==> src/rtl/matrix_pkg.sv <==
// ---------------------------------------------------------------------------
// matrix_pkg
// Shared definitions for the matrix feeder: default element width and matrix
// dimensions, the feeder state encoding, and a helper that sizes the host
// element counter.
// No ports (package).
// ---------------------------------------------------------------------------
package matrix_pkg;

  localparam int DEF_DW = 8;
  localparam int DEF_M  = 4;
  localparam int DEF_N  = 4;

  typedef enum logic [1:0] {
    IDLE  = 2'd0,
    LOAD1 = 2'd1,
    LOAD2 = 2'd2,
    DONE  = 2'd3
  } feederState_t;

  // Width able to hold the full element count 2*m*n of one transfer
  function automatic int countWidth(input int m, input int n);
    return $clog2(2 * m * n) + 1;
  endfunction

endpackage

==> src/rtl/matrix_feeder_idx_counter.sv <==
// ---------------------------------------------------------------------------
// idx_counter
// Row/column position pair. Column counts up to lastCol, then wraps to 0 and
// bumps the row; the row wraps after lastRow. clear has priority over advance.
// Ports:
//   clk, rst          clock, asynchronous active-high reset
//   clear             force row/col to 0
//   advance           step to the next position
//   lastRow, lastCol  highest row / column index of the current matrix
//   row, col          current position
//   atEnd             current position is (lastRow, lastCol)
// ---------------------------------------------------------------------------
module idx_counter #(
  parameter int W = 8
) (
  input  logic         clk,
  input  logic         rst,
  input  logic         clear,
  input  logic         advance,
  input  logic [W-1:0] lastRow,
  input  logic [W-1:0] lastCol,
  output logic [W-1:0] row,
  output logic [W-1:0] col,
  output logic         atEnd
);

  assign atEnd = (row == lastRow) && (col == lastCol);

  // Row-major stepping with wrap on both coordinates
  always_ff @(posedge clk or posedge rst) begin
    if (rst) begin
      row <= '0;
      col <= '0;
    end else if (clear) begin
      row <= '0;
      col <= '0;
    end else if (advance) begin
      if (col == lastCol) begin
        col <= '0;
        row <= (row == lastRow) ? '0 : row + W'(1);
      end else begin
        col <= col + W'(1);
      end
    end
  end

endmodule

==> src/rtl/matrix_feeder.sv <==
// ---------------------------------------------------------------------------
// matrix_feeder
// Streams two matrices from a host into a multiplier through a one-entry
// holding register. Matrix1 (M x N) goes first, then matrix2 (N x M), both
// row-major; rowIdx/colIdx give the position of the element on outData.
// Optional feature: define FEEDER_ABORT_EN to add the abort input.
// Ports:
//   clk, rst            clock, asynchronous active-high reset
//   start               begin a transfer (only honoured in IDLE)
//   inElem, inValid     host element and its valid
//   inReady             feeder takes inElem this cycle
//   outData, outValid   held element towards the multiplier
//   outAccept           multiplier consumes outData this cycle
//   mat2Sel             0 = matrix1 phase, 1 = matrix2 phase
//   rowIdx, colIdx      position of the held element
//   busy                high in LOAD1, LOAD2 and DONE
//   done                one-cycle pulse when a transfer completes
//   abort               (FEEDER_ABORT_EN only) cancel the running transfer
// ---------------------------------------------------------------------------
module matrix_feeder
  import matrix_pkg::*;
#(
  parameter int DW = DEF_DW,
  parameter int M  = DEF_M,
  parameter int N  = DEF_N
) (
  input  logic          clk,
  input  logic          rst,
  input  logic          start,
  input  logic [DW-1:0] inElem,
  input  logic          inValid,
  output logic          inReady,
  output logic [DW-1:0] outData,
  output logic          outValid,
  input  logic          outAccept,
  output logic          mat2Sel,
  output logic [DW-1:0] rowIdx,
  output logic [DW-1:0] colIdx,
  output logic          busy,
  output logic          done
`ifdef FEEDER_ABORT_EN
  ,
  input  logic          abort
`endif
);

  localparam int             CW    = countWidth(M, N);
  localparam logic [CW-1:0]  TOTAL = CW'(2 * M * N);

  feederState_t  state;
  logic [CW-1:0] hostCount;
  logic          phaseActive;
  logic          hostHs;
  logic          outHs;
  logic          atEnd;
  logic          idxClear;
  logic          idxAdvance;
  logic [DW-1:0] lastRow;
  logic [DW-1:0] lastCol;

  assign phaseActive = (state == LOAD1) || (state == LOAD2);

  // A slot is free when nothing is held or the held element leaves this cycle
  assign inReady = phaseActive && (hostCount < TOTAL) && (!outValid || outAccept);
  assign hostHs  = inValid && inReady;
  assign outHs   = outValid && outAccept;

  // Matrix1 is M x N, matrix2 is N x M
  assign lastRow = mat2Sel ? DW'(N - 1) : DW'(M - 1);
  assign lastCol = mat2Sel ? DW'(M - 1) : DW'(N - 1);

  assign idxAdvance = outHs && phaseActive;
`ifdef FEEDER_ABORT_EN
  assign idxClear = (state == IDLE) || (outHs && atEnd) || (phaseActive && abort);
`else
  assign idxClear = (state == IDLE) || (outHs && atEnd);
`endif

  idx_counter #(
    .W(DW)
  ) idxCounter (
    .clk     (clk),
    .rst     (rst),
    .clear   (idxClear),
    .advance (idxAdvance),
    .lastRow (lastRow),
    .lastCol (lastCol),
    .row     (rowIdx),
    .col     (colIdx),
    .atEnd   (atEnd)
  );

  // Transfer FSM plus the holding register. A host load wins over a drain so
  // a simultaneous consume/load keeps outValid high with no bubble. The phase
  // changes on the handshake of the last element of the current matrix.
  always_ff @(posedge clk or posedge rst) begin
    if (rst) begin
      state     <= IDLE;
      outData   <= '0;
      outValid  <= 1'b0;
      mat2Sel   <= 1'b0;
      hostCount <= '0;
      busy      <= 1'b0;
      done      <= 1'b0;
    end else begin
      done <= 1'b0;
      case (state)
        IDLE: begin
          if (start) begin
            state     <= LOAD1;
            busy      <= 1'b1;
            mat2Sel   <= 1'b0;
            hostCount <= '0;
            outValid  <= 1'b0;
          end
        end
        LOAD1, LOAD2: begin
          if (hostHs) begin
            outData   <= inElem;
            outValid  <= 1'b1;
            hostCount <= hostCount + CW'(1);
          end else if (outHs) begin
            outValid <= 1'b0;
          end
          if (outHs && atEnd) begin
            if (state == LOAD1) begin
              state   <= LOAD2;
              mat2Sel <= 1'b1;
            end else begin
              state <= DONE;
              done  <= 1'b1;
            end
          end
`ifdef FEEDER_ABORT_EN
          if (abort) begin
            state     <= IDLE;
            busy      <= 1'b0;
            outValid  <= 1'b0;
            hostCount <= '0;
            mat2Sel   <= 1'b0;
            done      <= 1'b0;
          end
`endif
        end
        DONE: begin
          state     <= IDLE;
          busy      <= 1'b0;
          mat2Sel   <= 1'b0;
          hostCount <= '0;
        end
        default: state <= IDLE;
      endcase
    end
  end

endmodule
==> config.mk <==
export PLATFORM = sky130hd
export DESIGN_NAME = matrix_feeder
export DESIGN_NICKNAME = d
export VERILOG_FILES = /design/src/rtl/matrix_pkg.sv /design/src/rtl/matrix_feeder_idx_counter.sv /design/src/rtl/matrix_feeder.sv
export SDC_FILE = /design/constraint.sdc
export NUM_CORES = 1
export LEC_CHECK = 0
export BUFFER_PORTS_ARGS = -buffer_cell sky130_fd_sc_hd__buf_2
export CAP_MARGIN = 20
export CELL_PAD_IN_SITES_DETAIL_PLACEMENT = 1
export CELL_PAD_IN_SITES_GLOBAL_PLACEMENT = 1
export CORE_ASPECT_RATIO = 1.75
export CORE_UTILIZATION = 44
export DETAILED_ROUTE_END_ITERATION = 10
export PLACE_DENSITY_LB_ADDON = 0.12
export RECOVER_POWER = 25
export SYNTH_ARGS = -nofsm -noshare
export SYNTH_HDL_FRONTEND = slang
export SYNTH_SLANG_ARGS = --single-unit
==> constraint.sdc <==
create_clock -name clk -period 4.1 [get_ports clk]
set_input_delay 0.41 -clock clk [delete_from_list [all_inputs] [get_ports clk]]
set_output_delay 0.41 -clock clk [all_outputs]
set_load 0.01 [all_outputs]
==> qor.yml, run 1 <==
synthesis:
  synth_edf_count: 0
  synthMostInstantiatedCell: "nand2_1"
  synth-seq-cells: 36
  synth_area_um2: 1989
  netlist.area_leader.share: 0.4528
  syn_area_per_cell_um2: 9.253
  ys_seq_area_frac: 0.4528
  synth_ff_type: "dfrtp_1"
  synth_top_area_cell: "dfrtp_1"
  synth_common_cells: "nand2_1 (45), dfrtp_1 (36), inv_1 (13)"
  synth_cells: 215
  async_flop_share: 1.000
  syn_nets: 235
  yosys_warnings: 0
  synth.area.top_cells: "dfrtp_1 (45%), nand2_1 (8.5%), ha_1 (4.4%)"
  synth.distinct_cells: 44
setup_path:
  rr_worst_depth: 6
  critPathTopFamily: "simple AND/OR/NAND/NOR gates"
  worst_setup_path_start_kind: "flop"
  cp.required_ns: 3.69
  cp_num_buf_inv: 2
  slowest_delay_ns: 0.42
  cp_max_fo: 8
  r2r_start: "state[0]$_DFFE_PP0P_"
  cp.arrival_ns: 1.87
  worstPathCellList: "inv_1 -> ha_1 -> nor2b_1 -> and2_1 -> buf_2"
  worstSetupPathType: "reg -> out"
  cp-end-kind: "output port"
  rrSetupSlack_ns: 1.87
  slowest_stage: "dfrtp_1"
  r2r-end: "idxCounter.col[7]$_DFFE_PP0P_"
sta:
  max_freq_mhz: 438.1
  slew_viol_final: 37
  worst_pin_slew_ns: 2.030
  fin_skew_ns: 0.01040
  period_needed_ns: 2.283
  relSlewSlack: -0.3532
  fin_tns_setup_ns: 0
  fin_ws_ns: 1.817
  rsz0062_at_grt: "no"
  finalSetupViolCount: 0
  timing.final.hold_violations: 0
  finalCritPeriodShare: 0.5567
clock_tree:
  cts_buffers: 5
  cts_hold_buf: 0
  post_cts_resized: 0
  cts.path.max_buffers: 2
  cts_setup_buffers: 0
  clk_pin_slew_worst_paths_ns: 0.07
  cts.sinks: 36
  clk_latency_ns: 0.29
  tritoncts: "yes"
  h-tree-depth: 2
  root_buffer: "clkbuf_8"
global_routing:
  grt_pass1_vias: 1831
  grt_pass1_wl_mm: 8.514
  antenna_found_initial: 0
  grt_usage: 0.2381
  grt.overflow.total: 0
  grt_max_degree: 37
power:
  power_leakage_nw: 1.151
  power_mw: 1.157
  p_clk_frac: 0.236
  p_sw_mw: 0.4518
  cellPowerDensity_nw_per_um2: 502.3
  combPwrFrac: 0.359
  p_seq_frac: 0.406
  p_int_mw: 0.7053
  netSwitchingFraction: 0.3904
  ir_worst_vdd_mv: 0.3224
cells_and_area:
  area_delta_synth_final_pct: 15.79
  finalNetCount: 276
  drive_above_1_share: 0.2109
  multiInputGateArea_um2: 984.7
  fill_cells: 534
  antennaDiodeCount: 0
  seqCellArea_um2: 900.9
  final_core_util: 0.5278
floorplan:
  num_rows: 32
  chipHeight_um: 90.95
  die_x_um: 52.83
  num_io_pins: 42
  die-area_um2: 4805
  initial_core_util: 0.4558
  core_area_um2: 4364
flow_run:
  maxCapViolations: 1
worst_hold_path:
  min_path_cells: 3
  hp-class: "in -> reg"
  min_from: "inElem[5]"
  hold-path-endpoint: "outData[5]$_DFFE_PP0P_"
placed_design:
  place_ws_ns: 1.882
  place_congestion: 0.8970
  dp_hpwl_mm: 3.737
  io_buffer_count: 41
outcome:
  violations: "capacitance limit, slew limit"
  status: "finished with violations"
route:
  wire_per_inst_um: 16.55
  wl_mm: 5.082
  drt-pass1-iter-count: 4
  antenna_left: 0
  routed-via-count: 1784
  via_per_inst: 5.811
  drcViolationCount: 0
  dr.first_iter.drc_count: 27
==> sequential cells by signal (all words and copies together), names as in the netlist <==
| signal | cells |
|---|---|
| busy | 1 |
| done | 1 |
| hostCount | 6 |
| idxCounter.col | 8 |
| idxCounter.row | 8 |
| mat2Sel | 1 |
| outData | 8 |
| outValid | 1 |
| state | 2 |
==> power by group through the flow <==
stage / logic, mW / registers, mW / clock network, mW
detailed placement: 0.421 / 0.477 / 0
CTS: 0.423 / 0.470 / 0.283
finish: 0.415 / 0.469 / 0.273
floorplan: 0.279 / 0.488 / 0
global placement: 0.410 / 0.472 / 0
global route: 0.467 / 0.478 / 0.297
==> worst max-delay path by stage <==
stage | start | endpoint | slack (ns) | cells past startpoint
after floorplan | state[0]$_DFFE_PP0P_ | idxCounter.row[1]$_DFFE_PP0P_ | 2.10 | 9
after global placement | state[0]$_DFFE_PP0P_ | idxCounter.col[7]$_DFFE_PP0P_ | 1.90 | 6
after detailed placement | state[0]$_DFFE_PP0P_ | idxCounter.col[7]$_DFFE_PP0P_ | 1.88 | 6
after CTS | state[0]$_DFFE_PP0P_ | inReady | 1.81 | 5
after global routing | state[0]$_DFFE_PP0P_ | inReady | 1.64 | 5
final | state[0]$_DFFE_PP0P_ | inReady | 1.82 | 5
==> worst min-delay path, delay by kind of cell <==
family                 cells  cell delay (ns)
AND/OR/NAND/NOR            2             0.09
buffers and inverters      1             0.07
==> metal layers <==
metal  part of all wire  up-vias  track usage
met2               0.54       31       0.4167
li1                   -      851            -
met3              0.023       12      0.03350
met5                  0        -            0
met4              0.029        0       0.1140
met1               0.41      890       0.2684
==> cell usage in the layout (no fill, tap or decap), drive strengths merged, types with 7 or more instances in the layout <==
| cell type | instances |
|---|---|
| a31oi | 14 |
| and3 | 7 |
| buf | 41 |
| clkbuf | 8 |
| dfrtp | 36 |
| ha | 7 |
| inv | 13 |
| nand2 | 45 |
| nand3 | 7 |
| nor2 | 7 |
| o21ai | 11 |
==> final cells by class <==
cell class,count,area share
clock buffer,7,0.04183
multi-input combinational,158,0.4275
inverter,13,0.02118
sequential,36,0.3911
timing repair buffer,42,0.09071
tap,51,0.02770
==> per-stage QoR <==
step	hold slack (ns)	instances	instance area, µm²
6_report	0.3141	307	2303
3_5_place_dp	0.4724	300	2211
4_1_cts	0.2324	307	2307
3_3_place_gp	0.4514	300	2211
2_1_floorplan	0.4646	215	1989
5_1_grt	0.3263	307	2303
==> logic make-up after synthesis <==
kind of cell	Yosys count	share of synthesized area
AO/OA/AOI/OAI	51	0.1811
XOR/XNOR	2	0.008807
adder cells (fa/ha/maj)	7	0.04402
buffers and inverters	21	0.05220
flip-flops	36	0.4528
multiplexers	5	0.02516
AND/OR/NAND/NOR	93	0.2358
(Power assumes the default switching activity.)
==> inputs of run 2 (changes only) <==
Settings changed: ABC_AREA set to 1, CORE_UTILIZATION 44 to 36.
Clock period 4.1 ns to 2.06 ns, I/O delays scaled along.
==> qor.yml, run 2 <==
outcome:
  status: "finished with violations"
  violations: "DRC"
setup_path:
  cp.required_ns: 1.85  # -1.84 ns
  cp_num_buf_inv: 3  # +1
  cp-end-kind: "output port"
  worst_setup_path_start_kind: "flop"
  path_depth: 6  # +1
  worstPathCellList: "inv_1 -> ha_2 -> inv_2 -> nor2_4 -> and2_2 -> buf_2"
  rrSetupSlack_ns: 0.24  # -1.63 ns
  cp.arrival_ns: 1.63  # -0.24 ns
  slowest_delay_ns: 0.40  # -0.02 ns
  rr_worst_depth: 10  # +4
  critPathTopFamily: "flip-flops"
  cp_max_fo: 7  # -1
  worstSetupPathType: "reg -> out"
  slowest_stage: "dfrtp_1"
cells_and_area:
  layout_commonest_cell: "nand2_1"
  area_delta_synth_final_pct: 20.47
  final_cell_mix: "nand2_1 (80), buf_2 (41), dfrtp_1 (36), nor2_1 (25), inv_1 (23)"
  instances_no_fill: 362  # +18%
  fill_cells: 674  # +26%
  drive_above_1_share: 0.2639  # +0.05295
  top_regs: "idxCounter.col (8), idxCounter.row (8), outData (8)"
  finalNetCount: 307  # +11%
  antennaDiodeCount: 0  # unchanged
floorplan:
  num_rows: 35  # +9.4%
  num_io_pins: 42  # unchanged
  chipHeight_um: 100.1  # +10%
  die-area_um2: 5814  # +21%
  die_x_um: 58.07  # +9.9%
  core_area_um2: 5299  # +21%
  initial_core_util: 0.3738  # -0.08206
synthesis:
  async_flop_share: 1.000  # unchanged
  synth_edf_count: 0  # unchanged
  synth.area.top_cells: "dfrtp_1 (45%), nand2_1 (15%), nor2_1 (4.7%)"
  synth.distinct_cells: 31  # -30%
  synth_ff_type: "dfrtp_1"
  synth_area_um2: 1981  # -0.44%
  synth_common_cells: "nand2_1 (80), dfrtp_1 (36), nor2_1 (25)"
  syn_nets: 258  # +9.8%
  synth-compound-area-share: 0.04991  # -0.1312
  synthAdderAreaFrac: 0.04422  # +0.0001947
  synth_cells: 238  # +11%
  synth_top_area_cell: "dfrtp_1"
  syn_area_per_cell_um2: 8.322  # -10%
  synthMuxAreaShare: 0.04548  # +0.02033
  synth-simple-area-share: 0.3026  # +0.06674
  synth-seq-cells: 36  # unchanged
  yosys_warnings: 0  # unchanged
  synthMostInstantiatedCell: "nand2_1"
  netlist.area_leader.share: 0.4548  # +0.002002
  ys_seq_area_frac: 0.4548  # +0.002002
  synth_xor_area_frac: 0.04422  # +0.03541
  synth_top_family_by_area: "simple AND/OR/NAND/NOR gates"
route:
  routed-via-count: 1736  # -2.7%
  antenna_left: 0  # unchanged
  wire_per_inst_um: 13.13  # -21%
  via_per_inst: 4.796  # -17%
  wl_mm: 4.754  # -6.5%
  drcViolationCount: 2  # +2
  dr.first_iter.drc_count: 66  # +140%
  drt-pass1-iter-count: 7  # +3
power:
  cellPowerDensity_nw_per_um2: 1419  # +180%
  power_leakage_nw: 1.272  # +11%
  p_int_mw: 1.935  # +170%
  combPwrFrac: 0.484  # +0.125
  power_mw: 3.385  # +190%
  p_clk_frac: 0.181  # -0.055
  ir_worst_vdd_mv: 0.6116  # +90%
  p_seq_frac: 0.335  # -0.071
  p_sw_mw: 1.450  # +220%
  netSwitchingFraction: 0.4282  # +0.03779
clock_tree:
  h-tree-depth: 2  # unchanged
  cts.sinks: 36  # unchanged
  cts.path.max_buffers: 2  # unchanged
  tritoncts: "yes"
  cts_buffers: 5  # unchanged
  clk_pin_slew_worst_paths_ns: 0.07  # about the same
  clk_latency_ns: 0.29  # about the same
  root_buffer: "clkbuf_8"
  cts_setup_buffers: 0  # unchanged
placed_design:
  place_congestion: 0.8090  # -9.8%
  io_buffer_count: 41  # unchanged
  dpl.cell_count: 354  # +18%
  place_ws_ns: 0.2085  # -1.673 ns
  dp_hpwl_mm: 3.649  # -2.4%
sta:
  finalSetupViolCount: 0  # unchanged
  rsz0062_at_grt: "no"
  finalCritPeriodShare: 0.8899
  fin_tns_setup_ns: 0  # unchanged
  period_needed_ns: 1.833
  fin_skew_ns: 0.006226  # -0.004177 ns
  slew_viol_final: 0  # -100%
  whs_ns: 0.1449  # -0.1691 ns
  fin_ws_ns: 0.2268  # -1.591 ns
  relSlewSlack: 0.3631  # +0.7163
  timing.final.hold_violations: 0  # unchanged
  worst_pin_slew_ns: 0.9553  # -1.074 ns
  max_freq_mhz: 545.5
global_routing:
  grt_max_degree: 37  # unchanged
  grt.overflow.total: 0  # unchanged
  grt_pass1_vias: 1785  # -2.5%
  antenna_found_initial: 0  # unchanged
  grt_pass1_wl_mm: 8.231  # -3.3%
  grt_usage: 0.1873  # -0.05078
worst_hold_path:
  min_path_cells: 2  # -1
  hp-class: "in -> reg"
flow_run:
  maxCapViolations: 0  # -1
-- run 2: cell types whose count changed after synthesis, sizes merged, moves of 5 or more --
cell and change:
nand2 +39, nand3 +5, mux2i -5, a31oi -14, and3 -7, mux2 +8, nor2 +21, inv +12
-- run 2: logic make-up after synthesis --
group                      count (synthesis)
buffers and inverters                     27
muxes                                      8
AOI/OAI and AO/OA                         15
xor gates and xnor gates                  10
adders and majority gates                  7
DFF                                       36
and+or+nand+nor                          135
-- run 2: layout make-up --
type	count	area, µm²	share of cell area
Clock inverter	2	35.03	0.01468
Clock buffer	6	72.57	0.03041
Inverter	25	93.84	0.03933
Multi-Input combinational cell	175	965.9	0.4048
Sequential cell	36	900.9	0.3776
Tap cell	74	92.59	0.03880
Timing Repair Buffer	44	225.2	0.09439
-- run 2: worst reg2reg max path: stages (launching register included) --
cell and delay, ns:
dfrtp_1 0.40, inv_1 0.08, ha_2 0.40, inv_2 0.08, nor2_4 0.11, nand3_4 0.14, nand2_1 0.14, nand2_4 0.09
nor2_1 0.12, nand2_1 0.06, a21oi_1 0.12
-- run 2: timing repair --
action | 4_1_cts | 5_1_grt
gates resized for setup | 0 | 1
endpoints found under the setup margin | 0 | 1
hold buffers | 0 | 0
-- run 2: layer usage --
metal,track usage,vias up,share of wire
met4,0.1007,0,0.030
met3,0.02835,10,0.024
met1,0.2007,837,0.39
met2,0.3413,37,0.55
met5,0,-,0
li1,-,852,-
-- run 2: power by group through the flow --
stage / combinational, mW / clock [mW] / sequential, mW
floorplan: 1.11 / 0 / 1.20
global placement: 1.63 / 0 / 1.15
detailed placement: 1.66 / 0 / 1.15
CTS: 1.67 / 0.641 / 1.14
global route: 1.85 / 0.657 / 1.17
finish: 1.64 / 0.614 / 1.13
-- run 2: path summary, 6_finish.rpt --
| kind | startpoint | end |
|---|---|---|
| min in group asynchronous | rst | idxCounter.col[7]$_DFFE_PP0P_ |
| max in group asynchronous | rst | mat2Sel$_DFFE_PP0P_ |
| max | state[1]$_DFFE_PP0P_ | inReady |
| min reg2reg | mat2Sel$_DFFE_PP0P_ | mat2Sel$_DFFE_PP0P_ |
| max reg2reg | state[1]$_DFFE_PP0P_ | hostCount[5]$_DFFE_PP0P_ |
| min | inElem[7] | outData[7]$_DFFE_PP0P_ |
-- run 2: stage by stage --
stage / cell area [µm²] / utilization
after floorplan: 1981 / -
after global placement: 2278 / 0.4300
after detailed placement: 2278 / 0.4300
after CTS: 2386 / 0.4503
after global routing: 2386 / 0.4503
final: 2386 / 0.4503
==> inputs of run 3 (changes only) <==
Clock period 2.06 ns to 1.5 ns, I/O delays scaled along.
==> qor.yml, run 3 (same netlist as run 2, synthesis figures left out) <==
sta:
  fin_ws_ns: -0.05507  # -0.2818 ns
  rsz0062_at_grt: "yes"
  fin_tns_setup_ns: -0.3275  # -0.3275 ns
  fin_skew_ns: 0.004597  # -0.001629 ns
  timing.final.hold_violations: 0  # unchanged
  slew_viol_final: 0  # unchanged
  worst_pin_slew_ns: 0.8533  # -0.1020 ns
  finalCritPeriodShare: 1.037
  finalSetupViolCount: 12  # +12
  period_needed_ns: 1.555
  relSlewSlack: 0.4311  # +0.06800
  max_freq_mhz: 643.1
setup_path:
  r2r_start: "state[0]$_DFFE_PP0P_"
  cp.arrival_ns: 1.76  # +0.13 ns
  slowest_stage: "dfrtp_1"
  worstPathCellList: "inv_2 -> ha_4 -> buf_4 -> buf_4 -> nand2_4 -> nand2_4 -> buf_12 -> o31ai_2"
  rr_worst_depth: 8  # -2
  cp-end-kind: "flop"
  r2r-end: "hostCount[4]$_DFFE_PP0P_"
  cp.required_ns: 1.70  # -0.15 ns
  worstSetupPathType: "reg -> reg"
  worst_setup_path_start_kind: "flop"
  slowest_delay_ns: 0.40  # about the same
  cp_max_fo: 6  # -1
  rrSetupSlack_ns: -0.06  # -0.30 ns
floorplan:
  num_io_pins: 42  # unchanged
  chipHeight_um: 100.1  # unchanged
  num_rows: 35  # unchanged
  core_area_um2: 5299  # unchanged
  initial_core_util: 0.3738  # unchanged
  die_x_um: 58.07  # unchanged
  die-area_um2: 5814  # unchanged
cells_and_area:
  drive_above_1_share: 0.4537  # +0.1898
  final_core_util: 0.5445  # +0.09422
  layout_commonest_cell: "nand2_1"
  finalNetCount: 343  # +12%
  area_delta_synth_final_pct: 45.67
  top_regs: "idxCounter.col (8), idxCounter.row (8), outData (8)"
  antennaDiodeCount: 0  # unchanged
  final_design_area_no_fill_um2: 2885  # +21%
  final_cell_mix: "nand2_1 (60), buf_2 (41), dfrtp_1 (36), buf_4 (31), nor2_1 (22)"
clock_tree:
  h-tree-depth: 2  # unchanged
  cts_buffers: 5  # unchanged
  cts.path.max_buffers: 2  # unchanged
  root_buffer: "clkbuf_8"
  clk_latency_ns: 0.29  # about the same
  tritoncts: "yes"
  cts.sinks: 36  # unchanged
  clk_pin_slew_worst_paths_ns: 0.08  # about the same
route:
  wl_mm: 5.469  # +15%
  dr.first_iter.drc_count: 29  # -56%
  drcViolationCount: 2  # unchanged
  drt-pass1-iter-count: 7  # unchanged
  wire_per_inst_um: 13.74  # +4.6%
  antenna_left: 0  # unchanged
  routed-via-count: 1881  # +8.4%
  via_per_inst: 4.726  # -1.4%
global_routing:
  grt_pass1_wl_mm: 8.928  # +8.5%
  grt_max_degree: 37  # unchanged
  antenna_found_initial: 0  # unchanged
  grt.overflow.total: 0  # unchanged
  grt_pass1_vias: 2000  # +12%
  grt_usage: 0.2001  # +0.01274
flow_run:
  maxCapViolations: 0  # unchanged
power:
  power_leakage_nw: 1.513  # +19%
  cellPowerDensity_nw_per_um2: 2099  # +48%
  power_mw: 6.057  # +79%
  ir_worst_vdd_mv: 1.218  # +99%
worst_hold_path:
  min_from: "inElem[0]"
  hp-class: "in -> reg"
  hold-path-endpoint: "outData[0]$_DFFE_PP0P_"
  min_path_cells: 2  # unchanged
placed_design:
  place_congestion: 0.7615  # -5.9%
  dp_hpwl_mm: 3.919  # +7.4%
  io_buffer_count: 41  # unchanged
  placed_area_um2: 2521  # +11%
outcome:
  violations: "DRC, setup timing"
  status: "finished with violations"
[run 3: repair_timing]
item / in CTS / in global routing
setup buffers: 2 / 3
hold endpoints to repair: 36 / 0
hold buffers: 1 / 0
pin swaps: 5 / 12
setup endpoints to repair: 27 / 36
resized for setup: 14 / 44
[run 3: area by class of cell]
type / instances / area, µm²
Fill cell: 652 / 2414
Clock inverter: 2 / 35.03
Multi-Input combinational cell: 175 / 1139
Inverter: 25 / 101.3
Tap cell: 74 / 92.59
Clock buffer: 6 / 72.57
Timing Repair Buffer: 80 / 544.3
Sequential cell: 36 / 900.9
[run 3: where the power goes]
group	internal (mW)	switching (mW)	total, mW
logic	1.74	2.01	3.74
registers	1.28	0.173	1.46
clock network	0.494	0.362	0.856
[run 3: through the flow]
step | instances | hold WS (ns) | setup WS [ns]
2_1_floorplan | 238 | 0.3004 | -0.08655
3_3_place_gp | 384 | 0.2929 | -0.07331
3_5_place_dp | 384 | 0.3039 | -0.1126
4_1_cts | 395 | 0.08129 | -0.08611
5_1_grt | 398 | 0.08225 | -0.1346
6_report | 398 | 0.09057 | -0.05507
[run 3: metal layers]
layer	wire (µm)	share of wire	track usage	vias to the layer above
li1	-	-	-	920
met1	2068	0.38	0.2106	921
met2	3200	0.59	0.3855	33
met3	111	0.020	0.02706	7
met4	87	0.016	0.07692	0
met5	0	0	0	-
[run 3: worst max-delay path by stage]
stage	from	end	slack [ns]
2_1_floorplan	state[0]$_DFFE_PP0P_	hostCount[5]$_DFFE_PP0P_	-0.09
3_3_place_gp	state[0]$_DFFE_PP0P_	hostCount[5]$_DFFE_PP0P_	-0.07
3_5_place_dp	state[1]$_DFFE_PP0P_	outData[7]$_DFFE_PP0P_	-0.11
4_1_cts	state[1]$_DFFE_PP0P_	inReady	-0.09
5_1_grt	state[1]$_DFFE_PP0P_	hostCount[5]$_DFFE_PP0P_	-0.13
6_report	state[0]$_DFFE_PP0P_	hostCount[4]$_DFFE_PP0P_	-0.06
[run 3: critical path: cells and delay by family (launching register included)]
kind / cells / cell delay (ns)
and+or+nand+nor: 2 / 0.15
AOI/OAI and AO/OA: 1 / 0.16
DFF: 1 / 0.40
adders and majority gates: 1 / 0.22
buffers and inverters: 4 / 0.54
